[src/rtl/uart_rx.sv]
// UART receiver: 8 data bits LSB first, one stop bit, mid-bit sampling, one-byte valid/ready buffer.
// Optional even parity bit enabled by defining UART_RX_PARITY_EN.
module uart_rx #(
  parameter int unsigned CLK_FREQ     = 100_000_000,
  parameter int unsigned BAUD_RATE    = 9600,
  parameter int unsigned CLKS_PER_BIT = CLK_FREQ / BAUD_RATE
) (
  input  logic       clk,
  input  logic       rst_n,
  input  logic       rx,
  output logic [7:0] data_out,
  output logic       rx_valid,
  input  logic       rx_ready,
  output logic       busy,
  output logic       frame_err,
  output logic       parity_err,
  output logic       overrun
);

  localparam int unsigned CNT_W  = 16;
  localparam int unsigned IDX_W  = 3;
  localparam int unsigned DATA_W = 8;

  localparam logic [CNT_W-1:0] HALF_LAST = CNT_W'(CLKS_PER_BIT / 2 - 1);
  localparam logic [CNT_W-1:0] BIT_LAST  = CNT_W'(CLKS_PER_BIT - 1);

  typedef enum logic [2:0] {
    LINE_WAIT  = 3'd0,
    IDLE       = 3'd1,
    START_BIT  = 3'd2,
    DATA_BITS  = 3'd3,
    PARITY_BIT = 3'd4,
    STOP_BIT   = 3'd5
  } state_t;

  state_t              state, state_d;
  logic [1:0]          sync_q;
  logic                rxs;
  logic [CNT_W-1:0]    clk_count, cnt_d;
  logic [IDX_W-1:0]    bit_index, idx_d;
  logic [DATA_W-1:0]   shift, shift_d;
  logic                deliver_pend, deliver_d;
  logic                frame_pend, frame_d;
  logic                perr_pend, perr_d;
  logic                par_bad;
  logic [DATA_W-1:0]   data_d;
  logic                valid_d;
  logic                ovr_d;
  logic                busy_d;

  assign rxs = sync_q[1];

`ifdef UART_RX_PARITY_EN
  logic par_bit, par_d;

  // Even parity: data bits plus parity bit must XOR to zero.
  assign par_bad = ^{shift, par_bit};

  always_ff @(posedge clk or negedge rst_n) begin
    if (!rst_n) begin
      par_bit    <= 1'b0;
      parity_err <= 1'b0;
    end else begin
      par_bit    <= par_d;
      parity_err <= perr_pend;
    end
  end
`else
  assign par_bad    = 1'b0;
  assign parity_err = 1'b0;
`endif

  // Line synchroniser, idle-high reset value.
  always_ff @(posedge clk or negedge rst_n) begin
    if (!rst_n) sync_q <= 2'b11;
    else        sync_q <= {sync_q[0], rx};
  end

  // Next-state and datapath for the frame sampler.
  always_comb begin
    state_d   = state;
    cnt_d     = clk_count;
    idx_d     = bit_index;
    shift_d   = shift;
    deliver_d = 1'b0;
    frame_d   = 1'b0;
    perr_d    = 1'b0;
`ifdef UART_RX_PARITY_EN
    par_d     = par_bit;
`endif
    case (state)
      LINE_WAIT: begin
        if (rxs) state_d = IDLE;
      end
      IDLE: begin
        if (!rxs) begin
          state_d = START_BIT;
          cnt_d   = '0;
        end
      end
      START_BIT: begin
        if (clk_count == HALF_LAST) begin
          cnt_d   = '0;
          idx_d   = '0;
          state_d = rxs ? IDLE : DATA_BITS;
        end else begin
          cnt_d = clk_count + CNT_W'(1);
        end
      end
      DATA_BITS: begin
        if (clk_count == BIT_LAST) begin
          cnt_d            = '0;
          shift_d[bit_index] = rxs;
          if (bit_index == IDX_W'(7)) begin
`ifdef UART_RX_PARITY_EN
            state_d = PARITY_BIT;
`else
            state_d = STOP_BIT;
`endif
          end else begin
            idx_d = bit_index + IDX_W'(1);
          end
        end else begin
          cnt_d = clk_count + CNT_W'(1);
        end
      end
`ifdef UART_RX_PARITY_EN
      PARITY_BIT: begin
        if (clk_count == BIT_LAST) begin
          cnt_d   = '0;
          par_d   = rxs;
          state_d = STOP_BIT;
        end else begin
          cnt_d = clk_count + CNT_W'(1);
        end
      end
`endif
      STOP_BIT: begin
        if (clk_count == BIT_LAST) begin
          cnt_d = '0;
          if (!rxs) begin
            frame_d = 1'b1;
            state_d = LINE_WAIT;
          end else if (par_bad) begin
            perr_d  = 1'b1;
            state_d = IDLE;
          end else begin
            deliver_d = 1'b1;
            state_d   = IDLE;
          end
        end else begin
          cnt_d = clk_count + CNT_W'(1);
        end
      end
      default: state_d = LINE_WAIT;
    endcase
  end

  // Output buffer: load, drop-with-overrun, or clear on accept.
  always_comb begin
    data_d  = data_out;
    valid_d = rx_valid;
    ovr_d   = 1'b0;
    busy_d  = (state_d != IDLE);
    if (deliver_pend) begin
      if (!rx_valid || rx_ready) begin
        data_d  = shift;
        valid_d = 1'b1;
      end else begin
        ovr_d = 1'b1;
      end
    end else if (rx_valid && rx_ready) begin
      valid_d = 1'b0;
    end
  end

  always_ff @(posedge clk or negedge rst_n) begin
    if (!rst_n) begin
      state        <= LINE_WAIT;
      clk_count    <= '0;
      bit_index    <= '0;
      shift        <= '0;
      deliver_pend <= 1'b0;
      frame_pend   <= 1'b0;
      perr_pend    <= 1'b0;
      data_out     <= '0;
      rx_valid     <= 1'b0;
      busy         <= 1'b1;
      frame_err    <= 1'b0;
      overrun      <= 1'b0;
    end else begin
      state        <= state_d;
      clk_count    <= cnt_d;
      bit_index    <= idx_d;
      shift        <= shift_d;
      deliver_pend <= deliver_d;
      frame_pend   <= frame_d;
      perr_pend    <= perr_d;
      data_out     <= data_d;
      rx_valid     <= valid_d;
      busy         <= busy_d;
      frame_err    <= frame_pend;
      overrun      <= ovr_d;
    end
  end

endmodule

[config.mk]
export PLATFORM = sky130hd
export DESIGN_NAME = uart_rx
export DESIGN_NICKNAME = d
export VERILOG_FILES = /design/src/rtl/uart_rx.sv
export SDC_FILE = /design/constraint.sdc
export NUM_CORES = 1
export LEC_CHECK = 0
export BUFFER_PORTS_ARGS = -buffer_cell sky130_fd_sc_hd__buf_2
export CORE_ASPECT_RATIO = 0.5
export CORE_UTILIZATION = 35
export CTS_CLUSTER_DIAMETER = 80
export DETAILED_ROUTE_END_ITERATION = 10
export PLACE_DENSITY = 0.62
export SLEW_MARGIN = 20
export SYNTH_ARGS = -nofsm -noshare
export SYNTH_HDL_FRONTEND = slang
export SYNTH_SLANG_ARGS = --single-unit
export TNS_END_PERCENT = 20
[constraint.sdc]
create_clock -name clk -period 2.3 [get_ports clk]
set_input_delay 0.115 -clock clk [delete_from_list [all_inputs] [get_ports clk]]
set_output_delay 0.115 -clock clk [all_outputs]
set_load 0.005 [all_outputs]
==> metrics.txt, run 1 <==
status=finished, final reports clean; net count after synthesis=222; Leakage Power=approximately 1.3 nW; clock skew=0.003181 ns; FILL cells=580; Post-CTS Setup Bufs=0; Initial Util=0.3688; row cnt=20; CTS Buf Count=5; CP Class=register to register; Synth Instances=roughly 220; Max Freq=approximately 440 MHz; first drt pass iteration count=4; Post-synth EDFFs=0; final hold violations=0; drt via density=about 4.9; Ports=17; Net count, final=roughly 260; Pins Over Slew Limit=0; Vias=~1600; global placement routability congestion=0.7623; ranking of synthesized cells by area=dfrtp_1, mux2_2, dfstp_2, o21ai_0, nand2_1; Clk Latency, worst-skew pair=a little under 0.3 ns; first-pass GRT wire length=7.279 mm; CTS tree=done; clock buffer depth=2; Clock Sinks=46; sequential cell area=approximately 0.0012 sq mm; Core Box Area=0.006181 sq mm; DRC Markers=0; worst min path class=primary input to register; largest net degree at the start of global routing=between 40 and 50; share of layout cells above drive strength 1=0.2600; worst slew pin tran=0.5858 ns; Mean Syn Cell Area=10.60 sq um; Buf/Inv on CP=1; final worst slack=~0.0091 ns; max capacitance violation total=0; critical-path maximum fanout=5; Tmin final=about 2.3 ns; initial DRC count=99; Die Ht=59.07 um; H-tree depth=2; Overall Power=2.411 mW; Max-slew headroom=0.6058; CP endpoint kind=register; Buffers on Ports=15; most common cell in the netlist=dfrtp_1; predominant post-synthesis flop cell=dfrtp_1; GRT Total Usage=0.1400; Max VDD drop=0.4326 mV; pre-CTS WS=-0.003599 ns; final setup fails=0; fin area=about 0.0028 sq mm; fin crit share=0.9960; Area Overhead vs Synth=22.01%; Die X=116.1 um; top-area cell type share of the netlist area=0.4720; post-DR wirelength/cell=12.71 um; initial antenna violation count=0; sequential share of the synthesized area=0.5066; Yosys reg bits=46; grt ovf=0; Routed Antenna Nets=0; area occupied by multi-input gates=about 0.0011 sq mm; synth cell count leaders=dfrtp_1, nand2_1, o21ai_0; area leader, netlist=dfrtp_1; CP Launch Type=register; Cell Area, Placed=0.002574 sq mm; Power Density=a little under 900 mW/mm^2; Layout Utilization=0.4500; DP HPWL=2.934 mm; Worst Path Required=between 2 and 2.5 ns; clock slew at reported path FFs=about 0.060 ns; CP delay by family, top=simple AND/OR/NAND/NOR gates; vias in the first global route=1528; clk root buf=clkbuf_16; asr flop ratio synth=1.000; ant diodes=0; Worst EP arrival=2.46 ns; cell area after synthesis=0.002280 sq mm; critical path's slowest cell=or4_4; total die area=0.006860 sq mm; synth warn=0; RSZ-0062 raised after global routing=true; Final Routed Wirelength=4.297 mm; Critical Path Max Stage Delay=around 0.55 ns; Cell Chain, Critical Path=or4_4, buf_6, nor4_4, or3b_4, nor3b_2, mux2_1; Setup TNS Final=0 ns; Cell variety after synth=48
## worst paths after layout
path | start | endpoint | slack [ns] | cells past startpoint
worst max register to register | clk_count[8]$_DFFE_PN0P_ | shift[4]$_DFFE_PN0P_ | 0.009 | 6
min in group asynchronous | rst_n | data_out[3]$_DFFE_PN0P_ | 0.38 | 2
worst max-delay path | clk_count[8]$_DFFE_PN0P_ | shift[4]$_DFFE_PN0P_ | 0.009 | 6
max in group asynchronous | rst_n | sync_q[1]$_DFF_PN1_ | 1.54 | 2
worst min register to register | frame_pend$_DFF_PN0_ | frame_err$_DFF_PN0_ | 0.36 | 0
worst min-delay path | rx_ready | overrun$_DFF_PN0_ | 0.11 | 3
## worst reg2reg max path, stage by stage, from the launching register on
cell and delay (ns):
dfrtp_1 0.37, or4_4 0.55, buf_6 0.14, nor4_4 0.13
or3b_4 0.44, nor3b_2 0.19, mux2_1 0.34
## area by class of cell
| class | instances | share of cell area |
|---|---|---|
| Sequential cell | 46 | 0.4152 |
| Multi-Input combinational cell | 154 | 0.3837 |
| Timing Repair Buffer | 37 | 0.09492 |
| Clock buffer | 6 | 0.04633 |
| Tap cell | 88 | 0.03959 |
| Clock inverter | 2 | 0.01350 |
| Inverter | 5 | 0.006748 |
## kinds of logic (layout without fill, tap and decap cells)
family                     Yosys count  after routing  share of synthesized area
and+or+nand+nor                     86             86                     0.2261
DFF                                 46             46                     0.5066
AOI/OAI and AO/OA                   43             43                     0.1186
muxes                               16             16                    0.07848
buffers and inverters               15             50                    0.03293
xor gates and xnor gates             5              5                    0.01921
adders and majority gates            3              3                    0.01647
other                                1              1                   0.001645
## report_power, final
| group | total [mW] | leakage, nW | internal [mW] | switching, mW |
|---|---|---|---|---|
| clock network | 0.809 | 0.0771 | 0.513 | 0.296 |
| registers | 0.942 | 0.622 | 0.871 | 0.0708 |
| logic | 0.660 | 0.590 | 0.293 | 0.368 |
| total | 2.41 | 1.29 | 1.68 | 0.734 |
## state kept, by name, indices dropped and copies added, names as in the netlist
register and flops:
bit_index 3, busy 1, clk_count 16, data_out 8
deliver_pend 1, frame_err 1, frame_pend 1, overrun 1
rx_valid 1, shift 8, state 3, sync_q 2
## layout by cell type, fill, tap and decap left out, drive strengths merged, types with 4 or more instances in the layout
| cell type | instances |
|---|---|
| clkbuf | 6 |
| inv | 5 |
| nor2 | 11 |
| dfrtp | 43 |
| and3 | 4 |
| o21ai | 15 |
| or3 | 4 |
| nand4 | 4 |
| buf | 35 |
| nand2 | 18 |
| a21o | 4 |
| nor2b | 4 |
| nor3 | 5 |
| nor4 | 4 |
| nand3 | 7 |
| nand2b | 6 |
| a21oi | 11 |
| mux2 | 15 |
| nor3b | 5 |
## through the flow
| step | hold WS (ns) | cells |
|---|---|---|
| 2_1_floorplan | -0.1806 | 215 |
| 3_3_place_gp | 0.2202 | 328 |
| 3_5_place_dp | 0.2233 | 328 |
| 4_1_cts | 0.04029 | 337 |
| 5_1_grt | 0.1461 | 338 |
| 6_report | 0.1145 | 338 |
## layer usage
metal  up-vias  wire, um  global-route usage  share of wire
li1        848         -                   -              -
met1       762      2211              0.1746           0.51
met2        24      1889              0.2338           0.44
met3         7       132             0.03988          0.031
met4         0        62             0.05311          0.014
met5         -         0                   0              0
## repair_timing
action,4_1_cts,5_1_grt
endpoints found under the hold margin,1,43
hold buffers,1,1
setup endpoints to repair,2,9
pin swaps,1,0
resized for setup,1,2
Note: power is estimated with default switching activity, not from simulation.
==> inputs of run 2 (changes only) <==
--- a/config.mk
+++ b/config.mk
@@ -8,6 +8,7 @@
 export BUFFER_PORTS_ARGS = -buffer_cell sky130_fd_sc_hd__buf_2
 export CORE_ASPECT_RATIO = 0.5
 export CORE_UTILIZATION = 35
+export CTS_BUF_LIST = sky130_fd_sc_hd__clkbuf_8
 export CTS_CLUSTER_DIAMETER = 80
 export DETAILED_ROUTE_END_ITERATION = 10
 export PLACE_DENSITY = 0.62
==> run 2 against run 1 <==
Combinational power grew 2%. Flip-flop and latch count is the same. Critical path depth is the same. Design area shrank 1.1%. Via count grew 1.4%. Die area is the same. Total power shrank 8.5%. Utilization shrank 0.49 points. Highest routed layer unchanged. Wire length shrank 0.54%. Sequential power is essentially flat. Largest power group unchanged. Maximum frequency is essentially flat. First-iteration DRC count shrank 1.0%.
==> metrics.txt, run 2 (synthesized netlist as in run 1, its figures left out) <==
Worst EP arrival=2.47 ns; Routed Antenna Nets=0; DP HPWL=2.934 mm; switch share=0.3232; ant diodes=0; final setup fails=0; CP Launch Type=register; Net count, final=258; commonest non-fill, non-tap cell in the layout=dfrtp_1; Die X=116.1 um; Combinational Power Share=0.306; Buffers on Ports=15; drt via density=4.894; Cell Area, Placed=between 0.002 and 0.003 sq mm; CP endpoint kind=register; metal3 WL=104 um; Max VDD drop=0.4289 mV; first drt pass iteration count=4; status=finished, final reports clean; clock skew=0.008094 ns; largest net degree at the start of global routing=47; Initial Util=0.3688; Max Freq=436.5 MHz; switching power=712.8 uW; initial antenna violation count=0; fin area=0.002751 sq mm; post-DR wirelength/cell=12.57 um; vias in the first global route=approximately 1600; max capacitance violation total=0; Worst Path Required=2.48 ns; Ports=17; total internal power=1.493 mW; Vias=1664; worst slew pin tran=0.5707 ns; DRC Markers=0; fin crit share=0.9960; Layout Utilization=0.4451; Sequential Power Share=0.427; row cnt=20; Met2 Wirelength=just under 2 mm; clk root buf=clkbuf_8; share of layout cells above drive strength 1=0.2778; final worst slack=0.009264 ns; Max-slew headroom=0.6160; Placed Cells=328; Clk Latency, worst-skew pair=0.30 ns; CTS tree=done; top flop regs=clk_count x16, data_out x8, shift x8; commonest non-fill, non-tap cells in the layout=dfrtp_1, buf_4, nand2_1; initial DRC count=98; Core Box Area=just over 0.006 sq mm; RSZ-0062 raised after global routing=true; Clk pwr share=0.266; Clock Sinks=46; grt ovf=0; Power Density=801.6 mW/mm^2; total die area=~0.0069 sq mm; worst min path class=primary input to register; Die Ht=59.07 um; CTS Buf Count=5; critical-path maximum fanout=4; GRT Total Usage=0.1371; Non-Filler Instances=340; final hold violations=0; global placement routability congestion=0.7623; Final Routed Wirelength=4.274 mm; pre-CTS WS=-0.003599 ns; clock buffer depth=2; clock slew at reported path FFs=roughly 0.08 ns; Metal-1 WL=2.200 mm; DR top layer=met4; Tmin final=around 2.3 ns; Leakage Power=1.280 nW; Pins Over Slew Limit=0; Final Hold Slack=0.1020 ns; Area Overhead vs Synth=20.69%; CP Class=register to register; first-pass GRT wire length=7.300 mm; H-tree depth=2; max FFs per register=16; Most flops, register=clk_count
## run 2: cell types whose count changed in the layout (fill, tap and decap cells not counted), sizes merged
cell,change
clkbuf,-1
inv,+1
buf,+2
## run 2: layer usage
| metal | global-route usage | vias up |
|---|---|---|
| met5 | 0 | - |
| met4 | 0.04396 | 0 |
| met3 | 0.02454 | 3 |
| met2 | 0.2372 | 24 |
| met1 | 0.1765 | 789 |
| li1 | - | 848 |
## run 2: final timing paths
check | from | to | slack [ns] | cells past startpoint
min in group asynchronous | rst_n | data_out[3]$_DFFE_PN0P_ | 0.35 | 2
worst min register to register | sync_q[0]$_DFF_PN1_ | sync_q[1]$_DFF_PN1_ | 0.36 | 0
worst min-delay path | rx_ready | overrun$_DFF_PN0_ | 0.10 | 3
worst max register to register | clk_count[8]$_DFFE_PN0P_ | shift[4]$_DFFE_PN0P_ | 0.009 | 6
worst max-delay path | clk_count[8]$_DFFE_PN0P_ | shift[4]$_DFFE_PN0P_ | 0.009 | 6
max in group asynchronous | rst_n | sync_q[0]$_DFF_PN1_ | 1.55 | 2
## run 2: final cells by class
| type | count | area, sq um |
|---|---|---|
| Inverter | 5 | 18.77 |
| Fill cell | 578 | 3430 |
| Tap cell | 88 | 110.1 |
| Sequential cell | 46 | 1155 |
| Multi-Input combinational cell | 154 | 1079 |
| Clock inverter | 3 | 41.29 |
| Clock buffer | 5 | 68.82 |
| Timing Repair Buffer | 39 | 279.0 |
## run 2: power by group through the flow
stage          clock (mW)  sequential [mW]  combinational (mW)
5_1_grt             0.646            0.958               0.744
4_1_cts             0.599            0.942               0.642
6_report            0.588            0.942               0.676
3_5_place_dp            0            0.958               0.631
3_3_place_gp            0            0.958               0.614
2_1_floorplan           0            0.925               0.443
## run 2: repair_timing
item	CTS	global route
setup buffers	1	1
endpoints found under the hold margin	1	43
gates resized for setup	1	6
pin swaps	1	1
hold buffers	1	1
setup endpoints to repair	2	10
## run 2: metrics by stage
| step | TNS, ns | power (mW) |
|---|---|---|
| finish | 0 | 2.206 |
| global route | -0.1633 | 2.348 |
| CTS | -0.001351 | 2.183 |
| detailed placement | -0.005969 | 1.589 |
| global placement | 0 | 1.573 |
| floorplan | -0.02486 | 1.368 |
## run 2: critical path: stages, from the launching register on
cell and delay, ns:
dfrtp_1 0.38, or4_4 0.55, buf_6 0.14, nor4_4 0.13, or3b_4 0.44, nor3b_2 0.20
mux2_1 0.34
